$ cat config.mk
export PLATFORM = sky130hd
export DESIGN_NAME = cle_pin_serializer
export DESIGN_NICKNAME = d
export VERILOG_FILES = /design/src/rtl/cle_pin_serializer.sv
export SDC_FILE = /design/constraint.sdc
export NUM_CORES = 1
export LEC_CHECK = 0
export BUFFER_PORTS_ARGS = -buffer_cell sky130_fd_sc_hd__buf_2
export CAP_MARGIN = 10
export CORE_MARGIN = 3
export CORE_UTILIZATION = 40
export CTS_CLUSTER_SIZE = 10
export DETAILED_ROUTE_END_ITERATION = 6
export PLACE_DENSITY_LB_ADDON = 0.3
export SETUP_SLACK_MARGIN = 0.2
export SYNTH_ARGS = -nofsm -noshare
export SYNTH_HDL_FRONTEND = slang
export SYNTH_SLANG_ARGS = --single-unit
$ cat constraint.sdc
create_clock -name clk -period 1.75 [get_ports clk]
set_input_delay 0.35 -clock clk [delete_from_list [all_inputs] [get_ports clk]]
set_output_delay 0.35 -clock clk [all_outputs]
set_load 0.01 [all_outputs]
$ cat src/rtl/cle_pin_serializer.sv
// cle_pin_serializer: serializes ROM/SRAM address and SRAM data requests MSB-first onto 1-bit pins tagged by Dtype_o
module cle_pin_serializer #(
    parameter int ROM_AW  = 7,
    parameter int SRAM_AW = 10,
    parameter int DW      = 8
) (
    input  logic               clk,
    input  logic               reset,
    input  logic               rom_req,
    input  logic [ROM_AW-1:0]  rom_addr,
    output logic               rom_ack,
    input  logic               sram_rd_req,
    input  logic               sram_wr_req,
    input  logic [SRAM_AW-1:0] sram_addr,
    input  logic [DW-1:0]      sram_wdata,
    output logic               sram_ack,
    output logic               rom_a_o,
    output logic               sram_a_o,
    output logic               sram_d_o,
    output logic               sram_wen_o,
    output logic [1:0]         Dtype_o,
    output logic               busy
);
    localparam int AW = (SRAM_AW > DW) ? SRAM_AW : DW;
    localparam int MW = (AW > ROM_AW) ? AW : ROM_AW;
    localparam int CW = $clog2(MW + 1);

    typedef enum logic [2:0] {IDLE, ROM_SH, SA_SH, SA_GRD, SD_SH, WEN} state_t;

    state_t             state_q;
    logic [CW-1:0]      cnt_q;
    logic [ROM_AW-1:0]  rom_sh_q;
    logic [SRAM_AW-1:0] sa_sh_q;
    logic [DW-1:0]      sd_sh_q;
    logic               wr_q;

    assign busy = state_q != IDLE;

    // Transfer FSM: every pin and ack is registered; cnt_q holds bits remaining after the one on the pin.
    // The rom_ack cycle is IDLE but must not arbitrate, or a still-held rom_req would be re-accepted.
    always_ff @(posedge clk or posedge reset) begin
        if (reset) begin
            state_q    <= IDLE;
            cnt_q      <= '0;
            rom_sh_q   <= '0;
            sa_sh_q    <= '0;
            sd_sh_q    <= '0;
            wr_q       <= 1'b0;
            rom_ack    <= 1'b0;
            sram_ack   <= 1'b0;
            rom_a_o    <= 1'b0;
            sram_a_o   <= 1'b0;
            sram_d_o   <= 1'b0;
            sram_wen_o <= 1'b1;
            Dtype_o    <= 2'd0;
        end else begin
            rom_ack    <= 1'b0;
            sram_ack   <= 1'b0;
            rom_a_o    <= 1'b0;
            sram_a_o   <= 1'b0;
            sram_d_o   <= 1'b0;
            sram_wen_o <= 1'b1;
            Dtype_o    <= 2'd0;
            case (state_q)
                IDLE: begin
                    if (!rom_ack && (sram_wr_req || sram_rd_req)) begin
                        wr_q     <= sram_wr_req;
                        sa_sh_q  <= sram_addr << 1;
                        sd_sh_q  <= sram_wdata;
                        sram_a_o <= sram_addr[SRAM_AW-1];
                        Dtype_o  <= 2'd2;
                        cnt_q    <= CW'(SRAM_AW - 1);
                        state_q  <= SA_SH;
                    end else if (!rom_ack && rom_req) begin
                        rom_sh_q <= rom_addr << 1;
                        rom_a_o  <= rom_addr[ROM_AW-1];
                        Dtype_o  <= 2'd1;
                        cnt_q    <= CW'(ROM_AW - 1);
                        state_q  <= ROM_SH;
                    end
                end
                ROM_SH: begin
                    if (cnt_q == '0) begin
                        rom_ack <= 1'b1;
                        state_q <= IDLE;
                    end else begin
                        rom_a_o  <= rom_sh_q[ROM_AW-1];
                        rom_sh_q <= rom_sh_q << 1;
                        Dtype_o  <= 2'd1;
                        cnt_q    <= cnt_q - CW'(1);
                    end
                end
                SA_SH: begin
                    if (cnt_q == '0) begin
                        sram_ack <= !wr_q;
                        state_q  <= SA_GRD;
                    end else begin
                        sram_a_o <= sa_sh_q[SRAM_AW-1];
                        sa_sh_q  <= sa_sh_q << 1;
                        Dtype_o  <= 2'd2;
                        cnt_q    <= cnt_q - CW'(1);
                    end
                end
                SA_GRD: begin
                    if (wr_q) begin
                        sram_d_o <= sd_sh_q[DW-1];
                        sd_sh_q  <= sd_sh_q << 1;
                        Dtype_o  <= 2'd3;
                        cnt_q    <= CW'(DW - 1);
                        state_q  <= SD_SH;
                    end else begin
                        state_q <= IDLE;
                    end
                end
                SD_SH: begin
                    if (cnt_q == '0) begin
                        sram_wen_o <= 1'b0;
                        sram_ack   <= 1'b1;
                        state_q    <= WEN;
                    end else begin
                        sram_d_o <= sd_sh_q[DW-1];
                        sd_sh_q  <= sd_sh_q << 1;
                        Dtype_o  <= 2'd3;
                        cnt_q    <= cnt_q - CW'(1);
                    end
                end
                WEN:     state_q <= IDLE;
                default: state_q <= IDLE;
            endcase
        end
    end
endmodule
==> results of run 1 <==
[registers in the layout, indices dropped and copies added, names as in the netlist]
signal	cells
sram_wen_o	1
Dtype_o	2
rom_ack	1
sd_sh_q	8
sram_a_o	1
sa_sh_q	9
sram_d_o	1
wr_q	1
state_q	3
sram_ack	1
rom_sh_q	6
cnt_q	4
rom_a_o	1
[stage by stage]
stage / utilization, % / power [uW] / hold WS, ps / TNS, ps
3_5_place_dp: 51.56 / 3799 / 473.0 / -452.0
6_report: 62.26 / 5168 / 164.5 / 0
5_1_grt: 62.26 / 5574 / 217.5 / -171.0
2_1_floorplan: - / 2837 / 449.2 / 0
4_1_cts: 58.00 / 4809 / 176.8 / 0
3_3_place_gp: 51.56 / 3731 / 459.8 / 0
[area by class of cell]
class | count | area [um^2] | share of cell area [%]
inverters | 6 | 25.02 | 0.8344
flip-flops and latches | 39 | 978.4 | 32.62
clock buffers | 6 | 72.57 | 2.420
well taps | 67 | 83.83 | 2.795
repair buffers | 86 | 601.8 | 20.07
multi-input cells | 158 | 1225 | 40.84
clock inverters | 2 | 12.51 | 0.4172
[power by group through the flow]
stage	Sequential (uW)	Combinational, uW	Clock [uW]
floorplan	1480	1360	0
global placement	1490	2240	0
detailed placement	1500	2290	0
CTS	1490	2710	610
global route	1570	3350	656
finish	1520	3050	599
[routing by layer]
| metal | vias up | track usage (%) | wire [um] |
|---|---|---|---|
| li1 | 916 | - | - |
| met1 | 880 | 23.41 | 2386 |
| met2 | 46 | 28.84 | 2550 |
| met3 | 12 | 3.404 | 218 |
| met4 | 0 | 6.406 | 116 |
| met5 | - | 0 | 0 |
[critical path: cells and delay by family (launching register included)]
kind	cells	cell delay, ps
buffers and inverters	2	200
DFF	1	440
AOI/OAI and AO/OA	3	640
muxes	1	320
[Yosys cell counts]
master and n:
a41o_1 1, nor2b_1 2, or3b_1 1, mux2_2 2, o21ai_0 22, and3_1 1, a21oi_1 13, a21boi_0 2
nor3b_4 1, nand4bb_1 1, nor3_1 2, o21bai_1 1, mux2_4 3, dfstp_2 1, buf_1 1, a22oi_1 1
or3_1 2, clkbuf_1 2, o21ai_1 2, nand3_1 1, o22ai_1 3, nor3_2 1, a22o_1 1, a211oi_1 2
buf_2 6, nor4b_1 1, a221o_2 1, a21oi_2 1, dfrtp_1 38, buf_6 1, nand2b_1 2, inv_1 6
nand2_1 35, mux2i_1 20, nand2_2 1, ha_1 2, o21ba_2 1, a31oi_1 2, nor2_2 1, a21o_1 2
o21a_1 1, o211ai_1 1, xnor2_1 2, nor2_1 17
[cell families after synthesis]
kind of cell,after synthesis
AND/OR/NAND/NOR,69
AO/OA/AOI/OAI,57
buffers and inverters,16
adder cells (fa/ha/maj),2
multiplexers,25
flip-flops,39
XOR/XNOR,2
[worst max-delay path by stage]
stage | startpoint | endpoint | depth (start not counted)
final | state_q[0] | cnt_q[1] | 6
after global routing | state_q[0] | cnt_q[0] | 6
after CTS | state_q[2] | busy | 3
after detailed placement | cnt_q[1] | sa_sh_q[2] | 7
after global placement | state_q[2] | cnt_q[0] | 5
after floorplan | cnt_q[0] | rom_sh_q[4] | 8
[repair_timing]
| item | 4_1_cts | 5_1_grt |
|---|---|---|
| setup buffers | 13 | 7 |
| hold buffers | 0 | 0 |
| pin swaps | 10 | 18 |
| gates cloned | 1 | 2 |
| resized for setup | 32 | 36 |
| endpoints found under the setup margin | 32 | 35 |
==> results.ini, run 1 <==
[power]
p_sw_share_pct = 39.65
combPwrFrac_pct = 59.0
p_per_area_nw_per_um2 = 1723
leakagePower_uw = 0.001424
sequentialPowerShare_pct = 29.4
switchingPower_uw = 2049
pwr-share-clk_pct = 11.6
peakVddDrop_mv = 0.8387
p_int_uw = 3119

[logic_synthesis]
synthCells = 210
synth_xor_xnor_area_share_pct = 0.8642
synth.distinct_cells = 44
yosys.area.top_type_share_pct = 46.91
synth_compound_area_share_pct = 16.79
synth_fa_ha_area_share_pct = 1.235
yosysTopAreaCell = dfrtp_1
netlist_area_um2 = 2027
yosys-top-cells-area = dfrtp_1, mux2i_1, nand2_1
synth.area.mux_share_pct = 13.21
synth_top_family_by_area = compound AO/OA/AOI/OAI gates
yosys_warnings = 0
syn_area_per_cell_um2 = 9.652
ys_ff_latch = 39
synth_seq_area_share_pct = 48.21
synth_fp_nets = 242
synth-simple-area-share_pct = 15.99

[sta]
fin_ws_ps = 16.17
min_period_ps = 1734
final.period_utilization_pct = 99.08
finClkSkew_ps = 5.777
tightest_slew_ps = 488.4
relSlewSlack_pct = 67.44
rsz0062_at_grt = true
finalMaxSlewViolations = 0
setup-violations-final = 0
hold_viol = 0
max_freq_ghz = 0.5768

[setup_path]
crit_type = register to register
crit_chain = buf_6 > inv_4 > o21ai_2 > a221o_2 > a21oi_4 > mux2_4
cp-start-kind = register
slowest_delay_ps = 440
crit_slowest_cell = dfrtp_1
crit_arrival_ps = 1910
required_ps = 1920
r2r_slack_ps = 20
r2r-end = cnt_q[1]
r2r_start = state_q[0]
crit_fanout = 4
r2r_cells = 6
worstSetupEndpointType = register

[cts]
cts_buffer_depth = 2
clk_pin_slew_ps = 80
cts_num_sinks = 39
cts_tree = yes
insertion_delay_ps = 290
clock-root-buffer = clkbuf_8
numCtsBuffers = 5
htree_num_levels = 2

[hold_path]
hold_class = primary input to async pin

[finish]
area_delta_synth_final_pct = 47.96
final_cell_mix = dfrtp_1, buf_2, buf_4
layout.nets = 328
drive_gt1_share_pct = 49.83
fillers = 406
final_cell_area_um2 = 2999
diodes = 0
stdcell_count = 364

[floorplanning]
rows = 25
coreArea_um2 = 4817
initial_core_util_pct = 42.08
dieHeight_um = 77.19
fp.dieW_um = 77.19
ios = 39
die-area_um2 = 5958

[placed_design]
place_inst = 333
hpwl_um = 3300
port_buffers = 38
place_congestion = 0.8323
place_area_um2 = 2484
pre_cts_ws_ps = -83.15

[global_routing]
track_usage_pct = 17.71
grt_pass1_wl_um = 8411
overflow = 0
antenna_found_initial = 0
grt_max_degree = 40
grt_pass1_vias = 1808

[detailed_routing]
antenna_left = 0
vias_per_cell = 5.093
num_vias = 1854
wl_um = 5272
post_drt_wl_per_cell_um = 14.48
drt_iter0_drc = 122
firstDrtPassIters = 4
drc = 0

[run_status]
status = completed

[flow_run]
maxCapViolations = 0

No activity file was read; power rests on OpenSTA's default activity.
==> run 2: changes to the inputs <==
--- a/config.mk
+++ b/config.mk
@@ -8,7 +8,7 @@
 export BUFFER_PORTS_ARGS = -buffer_cell sky130_fd_sc_hd__buf_2
 export CAP_MARGIN = 10
 export CORE_MARGIN = 3
-export CORE_UTILIZATION = 40
+export CORE_UTILIZATION = 49
 export CTS_CLUSTER_SIZE = 10
 export DETAILED_ROUTE_END_ITERATION = 6
 export PLACE_DENSITY_LB_ADDON = 0.3
==> results.ini, run 2 (synthesized netlist as in run 1, its figures left out) <==
[placed_design]
place_inst = 314
port_buffers = 38
place_congestion = 0.8441
hpwl_um = 3294

[detailed_routing]
drc = 0
firstDrtPassIters = 5
num_vias = 2086
antenna_left = 0
post_drt_wl_per_cell_um = 20.99
drt_iter0_drc = 229
wl_um = 7177
vias_per_cell = 6.099

[global_routing]
grt_pass1_wl_um = 8990
antenna_found_initial = 0
track_usage_pct = 23.34
grt_pass1_vias = 1843
grt_max_degree = 40
overflow = 0

[floorplanning]
dieHeight_um = 70.32
rows = 22
ios = 39
initial_core_util_pct = 52.98
die-area_um2 = 4944
fp.dieW_um = 70.32
coreArea_um2 = 3826

[sta]
max_freq_ghz = 0.5314
tightest_slew_ps = 491.1
rsz0062_at_grt = true
fin_ws_ps = -131.9
final.period_utilization_pct = 107.5
min_period_ps = 1882
finClkSkew_ps = 7.694
setup-violations-final = 7
finalMaxSlewViolations = 0
relSlewSlack_pct = 67.04
hold_viol = 0

[finish]
fin_util_pct = 83.42
reg_top3 = sa_sh_q (9), sd_sh_q (8), rom_sh_q (6)
area_delta_synth_final_pct = 57.47
top_register = sa_sh_q
mostFrequentLayoutCell = buf_2
largest_register_ff_count = 9
diodes = 0
final_cell_mix = buf_2, dfrtp_1, buf_4
layout.nets = 325
drive_gt1_share_pct = 57.14
stdcell_count = 342

[cts]
clock-root-buffer = clkbuf_8
clk_pin_slew_ps = 80
cts_buffer_depth = 2
numCtsBuffers = 5
cts_hold_buf = 0
cts_tree = yes
insertion_delay_ps = 300
cts_num_sinks = 39
htree_num_levels = 2

[power]
leakagePower_uw = 0.001472
peakVddDrop_mv = 1.045
p_per_area_nw_per_um2 = 1914

[hold_path]
hold_class = primary input to async pin

[setup_path]
crit_fanout = 7
required_ps = 1940
worstSetupEndpointType = register
cp-start-kind = register
crit_type = register to register
crit_arrival_ps = 2070

[run_status]
violations = negative setup slack
status = complete, but fails checks

[flow_run]
maxCapViolations = 0

-- run 2: cell types whose count changed in the layout (fill, tap and decap cells not counted), moves of 6 or more --
cell,change
nor2_4,+8
buf_4,-7
nor2_1,-7
a21oi_1,-6
o21ai_0,-6
-- run 2: power by group --
part / switching [uW] / internal, uW / total, uW
clock network: 329 / 359 / 688
logic: 2020 / 1810 / 3820
registers: 313 / 1290 / 1600
total: 2660 / 3450 / 6110
-- run 2: per-stage QoR --
stage	worst slack [ps]	hold slack (ps)	total power (uW)	area [um^2]	setup TNS, ps
final	-131.9	153.9	6111	3192	-505.9
after global routing	-177.3	221.2	6405	3192	-1201
after CTS	-6.948	181.7	5003	2825	-9.016
after detailed placement	-46.93	470.0	3853	2472	-108.3
after global placement	16.74	460.6	3751	2472	0
after floorplan	47.14	449.2	2837	2066	0
-- run 2: timing repair --
| item | 4_1_cts | 5_1_grt |
|---|---|---|
| resized for setup | 46 | 70 |
| endpoints found under the setup margin | 32 | 36 |
| pin swaps | 14 | 27 |
| cloned | 2 | 2 |
| setup buffers | 11 | 5 |
-- run 2: critical path: stages (launching register included) --
cell and delay [ps]:
dfrtp_2 490, or3_4 430, buf_6 130, nor3_4 120, a221o_2 190, a21oi_4 70, mux2_4 330
-- run 2: worst paths after layout --
kind                               from    endpoint  slack [ps]  depth (start not counted)
setup / recovery             state_q[2]    cnt_q[1]        -130                          6
hold / removal                    reset  sd_sh_q[3]         150                          3
setup reg to reg             state_q[2]    cnt_q[1]        -130                          6
hold reg to reg              sa_sh_q[4]  sa_sh_q[4]         480                          2
max in group asynchronous         reset  state_q[2]        1220                          3
min in group clk           sram_addr[0]  sa_sh_q[1]         280                          3
-- run 2: routing by layer --
layer / routed length (um) / GRT usage, % / up-vias
met4: 290 / 10.64 / 0
met2: 3622 / 36.59 / 136
met1: 2806 / 31.44 / 1009
met3: 457 / 3.885 / 33
li1: - / - / 908
met5: 0 / 0 / -
-- run 2: final cells by class --
cell class / count / area, um^2
clock buffer: 7 / 96.34
clock inverter: 1 / 7.507
fill: 190 / 634.4
inverter: 6 / 22.52
multi-input combinational: 159 / 1425
sequential: 39 / 979.7
tap: 48 / 60.06
timing repair buffer: 82 / 600.6
